==> config.mk <==
export PLATFORM = sky130hd
export DESIGN_NAME = bus_arbiter
export DESIGN_NICKNAME = d
export VERILOG_FILES = /design/src/rtl/bus_arb_pkg.sv /design/src/rtl/bus_arb_watchdog.sv /design/src/rtl/bus_arbiter.sv
export SDC_FILE = /design/constraint.sdc
export NUM_CORES = 1
export LEC_CHECK = 0
export CAP_MARGIN = 30
export CORE_MARGIN = 1
export CORE_UTILIZATION = 26
export DETAILED_ROUTE_END_ITERATION = 10
export PLACE_DENSITY = 0.74
export SLEW_MARGIN = 20
export SYNTH_ARGS = -nofsm -noshare
export SYNTH_HDL_FRONTEND = slang
export SYNTH_SLANG_ARGS = --single-unit
==> constraint.sdc <==
create_clock -name clk -period 2 [get_ports clk]
set_input_delay 0.4 -clock clk [delete_from_list [all_inputs] [get_ports clk]]
set_output_delay 0.4 -clock clk [all_outputs]
set_load 0.01 [all_outputs]
==> src/rtl/bus_arb_pkg.sv <==
// Shared definitions for the two-master bus arbiter: state encoding, master
// indices, default bus widths and the debug view of the arbiter FSM.
package bus_arb_pkg;

    localparam int DEFAULT_ADDR_W = 16;
    localparam int DEFAULT_DATA_W = 32;

    localparam logic M_HOST = 1'b0;
    localparam logic M_DMAC = 1'b1;

    typedef enum logic [1:0] {
        IDLE = 2'b00,
        GNT0 = 2'b01,
        GNT1 = 2'b10
    } arb_state_e;

    typedef struct packed {
        arb_state_e state;
        logic       last_owner;
    } arb_dbg_t;

endpackage

==> src/rtl/bus_arb_watchdog.sv <==
// Hold-time watchdog: counts consecutive cycles one master keeps the bus and
// raises a sticky flag once the count reaches TIMEOUT (0 disables it).
module bus_arb_watchdog #(
    parameter int TIMEOUT = 1024
) (
    input  logic clk,
    input  logic reset_n,
    input  logic state_change,
    input  logic busy,
    output logic timeout_err
);

    localparam int CNT_W = (TIMEOUT > 0) ? $clog2(TIMEOUT + 1) : 1;
    localparam logic [CNT_W-1:0] LIMIT = CNT_W'(TIMEOUT);

    logic [CNT_W-1:0] hold_cnt;

    // Saturates at LIMIT; with TIMEOUT=0 the limit is 0 so it never counts.
    always_ff @(posedge clk or negedge reset_n) begin
        if (!reset_n) begin
            hold_cnt <= '0;
        end else if (state_change) begin
            hold_cnt <= '0;
        end else if (busy && hold_cnt != LIMIT) begin
            hold_cnt <= hold_cnt + 1'b1;
        end
    end

    always_ff @(posedge clk or negedge reset_n) begin
        if (!reset_n) begin
            timeout_err <= 1'b0;
        end else if (TIMEOUT > 0 && hold_cnt == LIMIT) begin
            timeout_err <= 1'b1;
        end
    end

endmodule

==> src/rtl/bus_arbiter.sv <==
// Two-master bus arbiter (host = master 0, DMAC = master 1) with command mux
// and hold watchdog. Define BUS_ARB_ROUND_ROBIN_EN for round-robin tie-break.
module bus_arbiter
    import bus_arb_pkg::*;
#(
    parameter int ADDR_W  = DEFAULT_ADDR_W,
    parameter int DATA_W  = DEFAULT_DATA_W,
    parameter int TIMEOUT = 1024
) (
    input  logic              clk,
    input  logic              reset_n,
    input  logic              m0_req,
    input  logic              m0_wr,
    input  logic [ADDR_W-1:0] m0_addr,
    input  logic [DATA_W-1:0] m0_dout,
    input  logic              m1_req,
    input  logic              m1_wr,
    input  logic [ADDR_W-1:0] m1_addr,
    input  logic [DATA_W-1:0] m1_dout,
    output logic              m0_grant,
    output logic              m1_grant,
    output logic              bus_valid,
    output logic              bus_wr,
    output logic [ADDR_W-1:0] bus_addr,
    output logic [DATA_W-1:0] bus_wdata,
    output logic              timeout_err,
    output arb_dbg_t          dbg
);

    arb_state_e state;
    arb_state_e next_state;
    arb_state_e tie_winner;
    logic       last_owner;
    logic       state_change;

`ifdef BUS_ARB_ROUND_ROBIN_EN
    assign tie_winner = (last_owner == M_HOST) ? GNT1 : GNT0;
`else
    assign tie_winner = GNT0;
`endif

    assign state_change = (next_state != state);

    always_ff @(posedge clk or negedge reset_n) begin
        if (!reset_n) begin
            state      <= IDLE;
            last_owner <= M_DMAC;
        end else begin
            state <= next_state;
            if (state_change && next_state == GNT0) begin
                last_owner <= M_HOST;
            end else if (state_change && next_state == GNT1) begin
                last_owner <= M_DMAC;
            end
        end
    end

    // Owners are never preempted; on release the other master takes over
    // at the same edge if it is already requesting.
    always_comb begin
        next_state = state;
        case (state)
            IDLE: begin
                if (m0_req && m1_req) begin
                    next_state = tie_winner;
                end else if (m0_req) begin
                    next_state = GNT0;
                end else if (m1_req) begin
                    next_state = GNT1;
                end
            end
            GNT0: begin
                if (!m0_req) begin
                    next_state = m1_req ? GNT1 : IDLE;
                end
            end
            GNT1: begin
                if (!m1_req) begin
                    next_state = m0_req ? GNT0 : IDLE;
                end
            end
            default: next_state = IDLE;
        endcase
    end

    assign m0_grant = (state == GNT0);
    assign m1_grant = (state == GNT1);

    always_comb begin
        bus_valid = 1'b0;
        bus_wr    = 1'b0;
        bus_addr  = '0;
        bus_wdata = '0;
        case (state)
            GNT0: begin
                bus_valid = 1'b1;
                bus_wr    = m0_wr;
                bus_addr  = m0_addr;
                bus_wdata = m0_dout;
            end
            GNT1: begin
                bus_valid = 1'b1;
                bus_wr    = m1_wr;
                bus_addr  = m1_addr;
                bus_wdata = m1_dout;
            end
            default: ;
        endcase
    end

    assign dbg.state      = state;
    assign dbg.last_owner = last_owner;

    bus_arb_watchdog #(
        .TIMEOUT(TIMEOUT)
    ) u_watchdog (
        .clk         (clk),
        .reset_n     (reset_n),
        .state_change(state_change),
        .busy        (state != IDLE),
        .timeout_err (timeout_err)
    );

endmodule

== Word-level counts from Yosys, hierarchy flattened ==
Index checks and enable logic that the tools add are counted.

* Bits of input ports: 102
* Register bits after elaboration: 15
* Logic and storage cells: 37
* Output and inout port bits: 56

* Reduce and logical (&&, ||, !) cells: 9
* Equal/unequal tests: 7
* Multiplexer cells: 16
* Add/subtract/negate cells: 1

{| class="wikitable"
|+ Operators with widths
! operator !! number
|-
| 32-bit case mux with 2 select lines || 1
|-
| 16-bit case mux with 2 select lines || 1
|-
| 11-bit two-way mux || 2
|-
| 2-bit two-way mux || 6
|-
| 11-bit by 1-bit adder with 11-bit output, second input constant || 1
|-
| 11-bit == test, second input constant || 1
|-
| 11-bit != test, second input constant || 1
|-
| 2-bit case mux with 3 select lines || 1
|-
| 2-bit nonzero test || 3
|-
| 2-bit by 1-bit == test with 1-bit output, second input constant || 2
|-
| 2-bit == test, second input constant || 2
|-
| 1-bit logical AND || 4
|-
| 1-bit two-way mux || 4
|-
| 2-bit zero test || 1
|-
| 2-bit != test || 1
|-
| 1-bit case mux with 2 select lines || 1
|-
| 2-bit OR reduction || 1
|}

== Logic depth before layout (Yosys ltp) ==
Gate-level depths: netlist of the first run.

* Word-level depth: 8
* Depth in mapped cells: 9
* Depth with buffers taken out: 7

== Hierarchy ==
Synthesis of the first run repeated with hierarchy kept, for this count alone.

* Cells, all modules: 226
* Area, all modules: 1755.4 um2

{| class="wikitable"
|+ By module, submodules not included
! module !! area an instance (um2) !! cells an instance !! instances !! sequential area each (um2)
|-
| bus_arbiter || 1114.8 || 161 || 1 || 76.3
|-
| bus_arb_watchdog || 640.6 || 65 || 1 || 300.3
|}

== Worst setup path before layout of the first run ==
OpenSTA, ideal clock, no wires.

* Path kind: register to output
* Start point: register state[1]
* End point: output port bus_wdata[22]
* Stages on the path, launching flop included: 8
* Setup slack: -298 ps
* Data arrival time: 1898 ps
* Path buffers: 3
* Required time: 1600 ps
* Cells stage by stage: dfrtp_1 -> inv_1 -> ha_1 -> clkbuf_1 -> clkbuf_1 -> buf_1 -> a22oi_1 -> nor2b_1

* Cells in the longest elaborated chain, start to end: 2
* Elaborated cells between the ends (all ways): 3
* Classes of those cells: eq/ne (2); mux (1)

{| class="wikitable"
|+ RTL lines
! item !! RTL line !! RTL
|-
| start, declared || bus_arbiter.sv:30 || <nowiki>arb_state_e state;</nowiki>
|-
| start signal, assigned || bus_arbiter.sv:49 || <nowiki>state <= next_state;</nowiki>
|-
| 2-bit == test or 2-bit by 1-bit == test with 1-bit output (tied branches) || bus_arbiter.sv:94 || <nowiki>case (state)</nowiki>
|-
| 32-bit case mux with 2 select lines * || bus_arbiter.sv:94 ||
|-
| end, declared || bus_arbiter.sv:25 || <nowiki>output logic [DATA_W-1:0] bus_wdata,</nowiki>
|}

Every way passes the cells marked *; elsewhere a longest branch is shown, timed or not.

== Worst setup path after layout of the first run ==
* Start point: register state[1]
* End point: register u_watchdog.hold_cnt[8]

* Cells in the longest elaborated chain, start to end: 6
* Elaborated cells between the ends (all ways): 14
* Classes of those cells: eq/ne (3); mux (7); reduce/logical (4)

{| class="wikitable"
|+ RTL lines
! item !! RTL line !! RTL
|-
| 2-bit two-way mux || bus_arbiter.sv:68 || <nowiki>end else if (m1_req) begin</nowiki>
|-
| 2-bit two-way mux || bus_arbiter.sv:66 || <nowiki>end else if (m0_req) begin</nowiki>
|-
| 2-bit two-way mux || bus_arbiter.sv:64 || <nowiki>if (m0_req && m1_req) begin</nowiki>
|-
| 2-bit case mux with 3 select lines || bus_arbiter.sv:62 || <nowiki>case (state)</nowiki>
|-
| 2-bit != test || bus_arbiter.sv:42 || <nowiki>assign state_change = (next_state != state);</nowiki>
|-
| 11-bit two-way mux or 2-bit nonzero test (tied branches) || n/a ||
|-
| end signal, assigned || bus_arb_watchdog.sv:25 || <nowiki>hold_cnt <= hold_cnt + 1'b1;</nowiki>
|-
| end, declared || bus_arb_watchdog.sv:16 || <nowiki>logic [CNT_W-1:0] hold_cnt;</nowiki>
|}

Several ways; a longest one is shown, not always the timed one.
A chain may end at the register's enable or synchronous reset.

==> results of run 1 <==
[metal layers]
layer / track usage [%] / vias to the layer above
li1: - / 1147
met1: 25.1 / 1113
met2: 35.7 / 104
met3: 3.96 / 20
met4: 8.17 / 0
met5: 0 / -
[kinds of logic (layout without fill, tap and decap cells)]
group	count (synthesis)	after routing	synth area share, %
AO/OA/AOI/OAI	74	74	33.6
XOR/XNOR	11	11	5.55
adder cells (fa/ha/maj)	7	7	5.04
buffers and inverters	25	205	6.56
flip-flops	15	15	21.7
AND/OR/NAND/NOR	80	81	27.5
[placed cells by master (no fill, tap or decap), types with 5 or more instances in the layout]
| cell | synthesis | routed |
|---|---|---|
| buf_12 | 0 | 6 |
| buf_2 | 1 | 48 |
| nand3_1 | 5 | 5 |
| nor2b_1 | 51 | 51 |
| a21oi_2 | 10 | 11 |
| xor2_1 | 8 | 8 |
| a22oi_1 | 50 | 19 |
| clkdlybuf4s50_1 | 0 | 105 |
| a22oi_2 | 1 | 32 |
| dfrtp_1 | 14 | 12 |
| buf_6 | 2 | 8 |
| buf_4 | 1 | 16 |
[through the flow]
| stage | area, um2 | setup WS [ps] | std cells |
|---|---|---|---|
| 2_1_floorplan | 1770 | -7.06 | 212 |
| 5_1_grt | 3880 | -194 | 470 |
| 6_report | 3880 | -110 | 470 |
| 3_5_place_dp | 3570 | -221 | 450 |
| 3_3_place_gp | 3570 | -159 | 450 |
| 4_1_cts | 3690 | -103 | 461 |
[worst max-delay path, delay by kind of cell, from the launching register on]
kind,cells,cell delay [ps]
AO/OA/AOI/OAI,4,670
AND/OR/NAND/NOR,1,420
buffers and inverters,3,360
adder cells (fa/ha/maj),1,180
flip-flops,1,420
[path summary, 6_finish.rpt]
check | start | to
max in group asynchronous | reset_n | u_watchdog.hold_cnt[10]
worst min register to register | u_watchdog.timeout_err | u_watchdog.timeout_err
worst max register to register | state[1] | u_watchdog.hold_cnt[8]
worst min-delay path | reset_n | u_watchdog.hold_cnt[7]
min in group clk | u_watchdog.timeout_err | u_watchdog.timeout_err
worst max-delay path | state[1] | u_watchdog.hold_cnt[8]
[state kept, by name, summed over array words and instances (netlist names)]
register,cells
u_watchdog.hold_cnt,11
state,2
last_owner,1
u_watchdog.timeout_err,1
[power breakdown]
part           internal [W]  leakage, nW  switching (W)
sequential         0.000363        0.200      0.0000530
combinational       0.00240         1.33        0.00202
clock              0.000138       0.0255      0.0000989
[area by class of cell]
class / instances / area (um2) / area share (%)
well taps: 77 / 96.3 / 2.48
flip-flops and latches: 15 / 379 / 9.78
inverters: 5 / 23.8 / 0.613
repair buffers: 196 / 1860 / 47.9
clock inverters: 1 / 5.00 / 0.129
clock buffers: 3 / 41.3 / 1.06
multi-input cells: 173 / 1480 / 38.0
[timing repair]
item / in CTS / in global routing
pin swaps: 11 / 4
endpoints found under the setup margin: 63 / 63
cloned: 3 / 5
buffers inserted: 5 / 4
hold buffers: 0 / 0
gates resized for setup: 233 / 24
==> flow_summary.json, run 1 <==
{
  "clockBufferDepth": 2,
  "worst_skew_pair.late_latency_ps": 240,
  "synth_ff_type": "dfrtp_1",
  "drt-met1-wl_um": 3060,
  "cts_buffers": 3,
  "final_nets": 503,
  "hpwl_um": 5350,
  "p_per_area_mw_per_mm2": 1310,
  "grt_antenna_before_repair": 0,
  "die-area_mm2": 0.00701,
  "gp_congestion": 0.790,
  "grt_overflow_total": 0,
  "violations": "setup timing",
  "io_pins": 158,
  "synth_seq_area_share_pct": 21.7,
  "maxSlewViolCount": 0,
  "synth_top_cell_by_area": "a22oi_1",
  "ant_nets": 0,
  "clock_skew_ps": 2.39,
  "synth_nets": 321,
  "postSynthAreaPerCell_um2": 8.19,
  "synth-edff-count": 0,
  "ir_drop_mv": 0.859,
  "ys_ff_latch": 15,
  "fillers": 555,
  "tightest_slew_ps": 436,
  "dr.pass1.iters": 4,
  "synth.cells.most_frequent": "nor2b_1 (51), a22oi_1 (50), clkbuf_1 (15), dfrtp_1 (14), a21oi_2 (10)",
  "hold_violations": 0,
  "first_global_vias": 2410,
  "cts-root-buf": "clkbuf_8",
  "port_buffers": 157,
  "wirelength_um": 7500,
  "die_w_um": 83.7,
  "hold_ws_ps": 463,
  "timing.final.ws_setup_ps": -110,
  "min-delay-path-class": "primary input to async pin",
  "fin_util_pct": 60.7,
  "power.leakage_nw": 1.55,
  "grt_max_degree": 26,
  "syn-cell-area_mm2": 0.00174,
  "yosysWarnings": 0,
  "netlist_instances": 212,
  "fp.dieH_um": 83.7,
  "post-route-period-util_pct": 106,
  "vias": 2384,
  "cap_violations": 0,
  "first_iter_violations": 87,
  "yosys-top-cells-area": "a22oi_1 (22%), dfrtp_1 (20%), nor2b_1 (18%)",
  "fmax_mhz": 474,
  "wl_met2_um": 3800,
  "drive_gt1_share_pct": 38.9,
  "status": "complete, but fails checks",
  "grtUsageTotal_pct": 20.6,
  "vias_per_cell": 5.07,
  "async_reset_ff_share_pct": 100,
  "cp-start-kind": "register",
  "cpMaxStageDelayCell": "dfrtp_2",
  "placement_rows": 29,
  "crit_fanout": 6,
  "clk_pin_slew_ps": 60,
  "r2r_setup_slack_ps": -110,
  "highest_layer": "met4",
  "cp_slowest_stage_delay_ps": 420,
  "setup_viol": 55,
  "worst_ep_required_time_ps": 2170,
  "ff2ff_path_depth": 9,
  "p_total_w": 0.00507,
  "synth_most_common_cell": "nor2b_1",
  "worstSetupPathType": "register to register",
  "yosys.area.top_type_share_pct": 21.6,
  "wire_per_inst_um": 15.9,
  "tritoncts_num_sinks": 15,
  "endpoint_kind": "register",
  "setup-tns-final_ps": -3250,
  "ys_types": 36,
  "htreeDepth": 1,
  "cts_tree": "yes",
  "cp_cell_sequence": "buf_12, ha_4, buf_6, buf_6, a22oi_2, o221a_4, a41oi_2, or3_4, a21oi_2",
  "min_period_ps": 2110,
  "core_region_area_mm2": 0.00639,
  "grt_first_pass_wirelength_um": 11800,
  "worstPathArrival_ps": 2280,
  "drc": 0,
  "met3_length_um": 410,
  "area_growth_pct": 123,
  "rsz0062_at_grt": "true",
  "slew_headroom_pct": 70.8,
  "start_util_pct": 27.2,
  "cpMostUsedCell": "buf_6",
  "diodes": 0
}
(Power assumes the default switching activity.)
==> inputs of run 2 (changes only) <==
--- a/config.mk
+++ b/config.mk
@@ -10,6 +10,7 @@
 export CORE_UTILIZATION = 26
 export DETAILED_ROUTE_END_ITERATION = 10
 export PLACE_DENSITY = 0.74
+export RECOVER_POWER = 100
 export SLEW_MARGIN = 20
 export SYNTH_ARGS = -nofsm -noshare
 export SYNTH_HDL_FRONTEND = slang
==> run 2 against run 1 <==
The flow still finishes with violations (setup timing). Critical endpoint is now bus_addr[15]. Maximum frequency about the same. Non-clock buffer count unchanged. Combinational power decreased by 2%. Utilization decreased by 0.35 points. Flip-flop and latch count unchanged. Sequential share of layout area increased by 0.057 points. Clock-buffer cell count unchanged. Via count increased by 0.67%.
==> flow_summary.json, run 2 (synthesis results as in run 1) <==
{
  "dp_cells": 450,
  "clockPowerShare_pct": 4.7,
  "p_sw_share_pct": 43.2,
  "grtUsageTotal_pct": 20.6,
  "wire_per_inst_um": 16.0,
  "seqPwrFrac_pct": 8.3,
  "htreeDepth": 1,
  "clockBufferDepth": 2,
  "p_per_area_mw_per_mm2": 1300,
  "r2r_setup_slack_ps": -110,
  "worstSetupPathType": "register to output port",
  "hold_path_startpoint": "u_watchdog.timeout_err",
  "min-delay-path-class": "register to register",
  "min_period_ps": 2110,
  "largest-register": "u_watchdog.hold_cnt",
  "tritoncts_num_sinks": 15,
  "crit_fanout": 8,
  "wirelength_um": 7510,
  "vias": 2400,
  "fillers": 558,
  "crit_path_end": "bus_addr[15]",
  "port_buffers": 157,
  "first_global_vias": 2410,
  "place_ws_ps": -221,
  "die_w_um": 83.7,
  "largest_register_ffs": 11,
  "crit_start": "state[1]",
  "core_region_area_mm2": 0.00639,
  "grt_antenna_before_repair": 0,
  "die-area_mm2": 0.00701,
  "hold_violations": 0,
  "cts_buffers": 3,
  "rsz0062_at_grt": "true",
  "violations": "setup timing",
  "setup_viol": 55,
  "fp.dieH_um": 83.7,
  "ff_latch_area_um2": 379,
  "gp_congestion": 0.790,
  "cts_tree": "yes",
  "power.leakage_nw": 1.54,
  "worst_ep_required_time_ps": 1600,
  "post-route-period-util_pct": 105,
  "multi_input_area_mm2": 0.00147,
  "area_growth_pct": 122,
  "worst_skew_pair.late_latency_ps": 240,
  "hpwl_um": 5350,
  "vias_per_cell": 5.11,
  "p_sw_w": 0.00216,
  "ant_nets": 0,
  "drive_gt1_share_pct": 38.2,
  "clock_skew_ps": 2.51,
  "start_util_pct": 27.2,
  "final_cell_mix": "clkdlybuf4s50_1 (102), nor2b_1 (51), buf_2 (48), a22oi_2 (32), a22oi_1 (19)",
  "ff2ff_path_depth": 9,
  "grt_max_degree": 26,
  "ir_drop_mv": 0.834,
  "p_comb_share_pct": 87.0,
  "status": "complete, but fails checks",
  "maxSlewViolCount": 0,
  "cp-start-kind": "register",
  "dr.pass1.iters": 4,
  "cap_violations": 0,
  "grt_first_pass_wirelength_um": 11800,
  "fmax_mhz": 474,
  "first_iter_violations": 77,
  "cp_slowest_stage_delay_ps": 420,
  "grt_overflow_total": 0,
  "instances_no_fill": 470,
  "diodes": 0,
  "slew_headroom_pct": 71.0,
  "clk_pin_slew_ps": 60,
  "placement_rows": 29,
  "worstPathArrival_ps": 1710,
  "timing.rr.start": "state[1]",
  "cpMaxStageDelayCell": "dfrtp_2",
  "top_regs": "u_watchdog.hold_cnt: 11 flops, state: 2 flops",
  "io_pins": 158,
  "timing.final.ws_setup_ps": -109,
  "reg2reg_to": "u_watchdog.hold_cnt[8]",
  "setup-tns-final_ps": -3220,
  "drc": 0,
  "p_int_w": 0.00284,
  "final_nets": 503,
  "cp_cell_sequence": "buf_4, inv_4, ha_4, buf_12, clkbuf_16, a22oi_2, nor2b_1, buf_2",
  "endpoint_kind": "output port",
  "cts-root-buf": "clkbuf_8",
  "tightest_slew_ps": 434,
  "final_common_cell": "clkdlybuf4s50_1"
}
run 2: stage by stage:
step / power [W] / utilization, % / hold slack, ps / area, um2
2_1_floorplan: 0.00242 / - / 104 / 1770
3_3_place_gp: 0.00407 / 55.9 / 464 / 3570
3_5_place_dp: 0.00409 / 55.9 / 460 / 3570
4_1_cts: 0.00464 / 57.8 / 465 / 3690
5_1_grt: 0.00536 / 60.4 / 517 / 3850
6_report: 0.00500 / 60.4 / 469 / 3850
run 2: how the worst min path moves through the flow:
stage	end	depth (start not counted)
global route	u_watchdog.timeout_err	1
global placement	u_watchdog.timeout_err	1
finish	u_watchdog.timeout_err	1
detailed placement	u_watchdog.timeout_err	1
CTS	u_watchdog.hold_cnt[7]	1
floorplan	state[0]	0
run 2: layout make-up:
| class | count | area share [%] |
|---|---|---|
| Clock buffer | 3 | 1.07 |
| Clock inverter | 1 | 0.130 |
| Inverter | 5 | 0.617 |
| Multi-Input combinational cell | 173 | 38.2 |
| Sequential cell | 15 | 9.83 |
| Tap cell | 77 | 2.50 |
| Timing Repair Buffer | 196 | 47.6 |
run 2: repair_timing:
action | 4_1_cts | 5_1_grt
endpoints found under the setup margin | 63 | 63
cloned | 3 | 5
hold buffers | 0 | 0
buffers inserted | 5 | 4
gates resized for setup | 233 | 24
pin swaps | 11 | 4
run 2: routing by layer:
layer  up-vias  share of wire, %  GRT usage (%)
li1       1146                 -              -
met1      1125                41           25.1
met2       109                50           35.7
met3        20               5.8           3.96
met4         0               3.0           8.17
met5         -                 0              0
run 2: worst max-delay path, delay by kind of cell (launching register included):
family          cells  cell delay [ps]
simple gates        1              110
compound gates      1               50
flops               1              420
buf+inv             5              670
fa+ha+maj           1              210
run 2: power groups by stage:
stage	logic [W]	clock network, W	registers, W
finish	0.00435	0.000237	0.000415
global placement	0.00365	0	0.000420
global route	0.00468	0.000264	0.000421
CTS	0.00398	0.000248	0.000415
detailed placement	0.00367	0	0.000421
floorplan	0.00198	0	0.000443
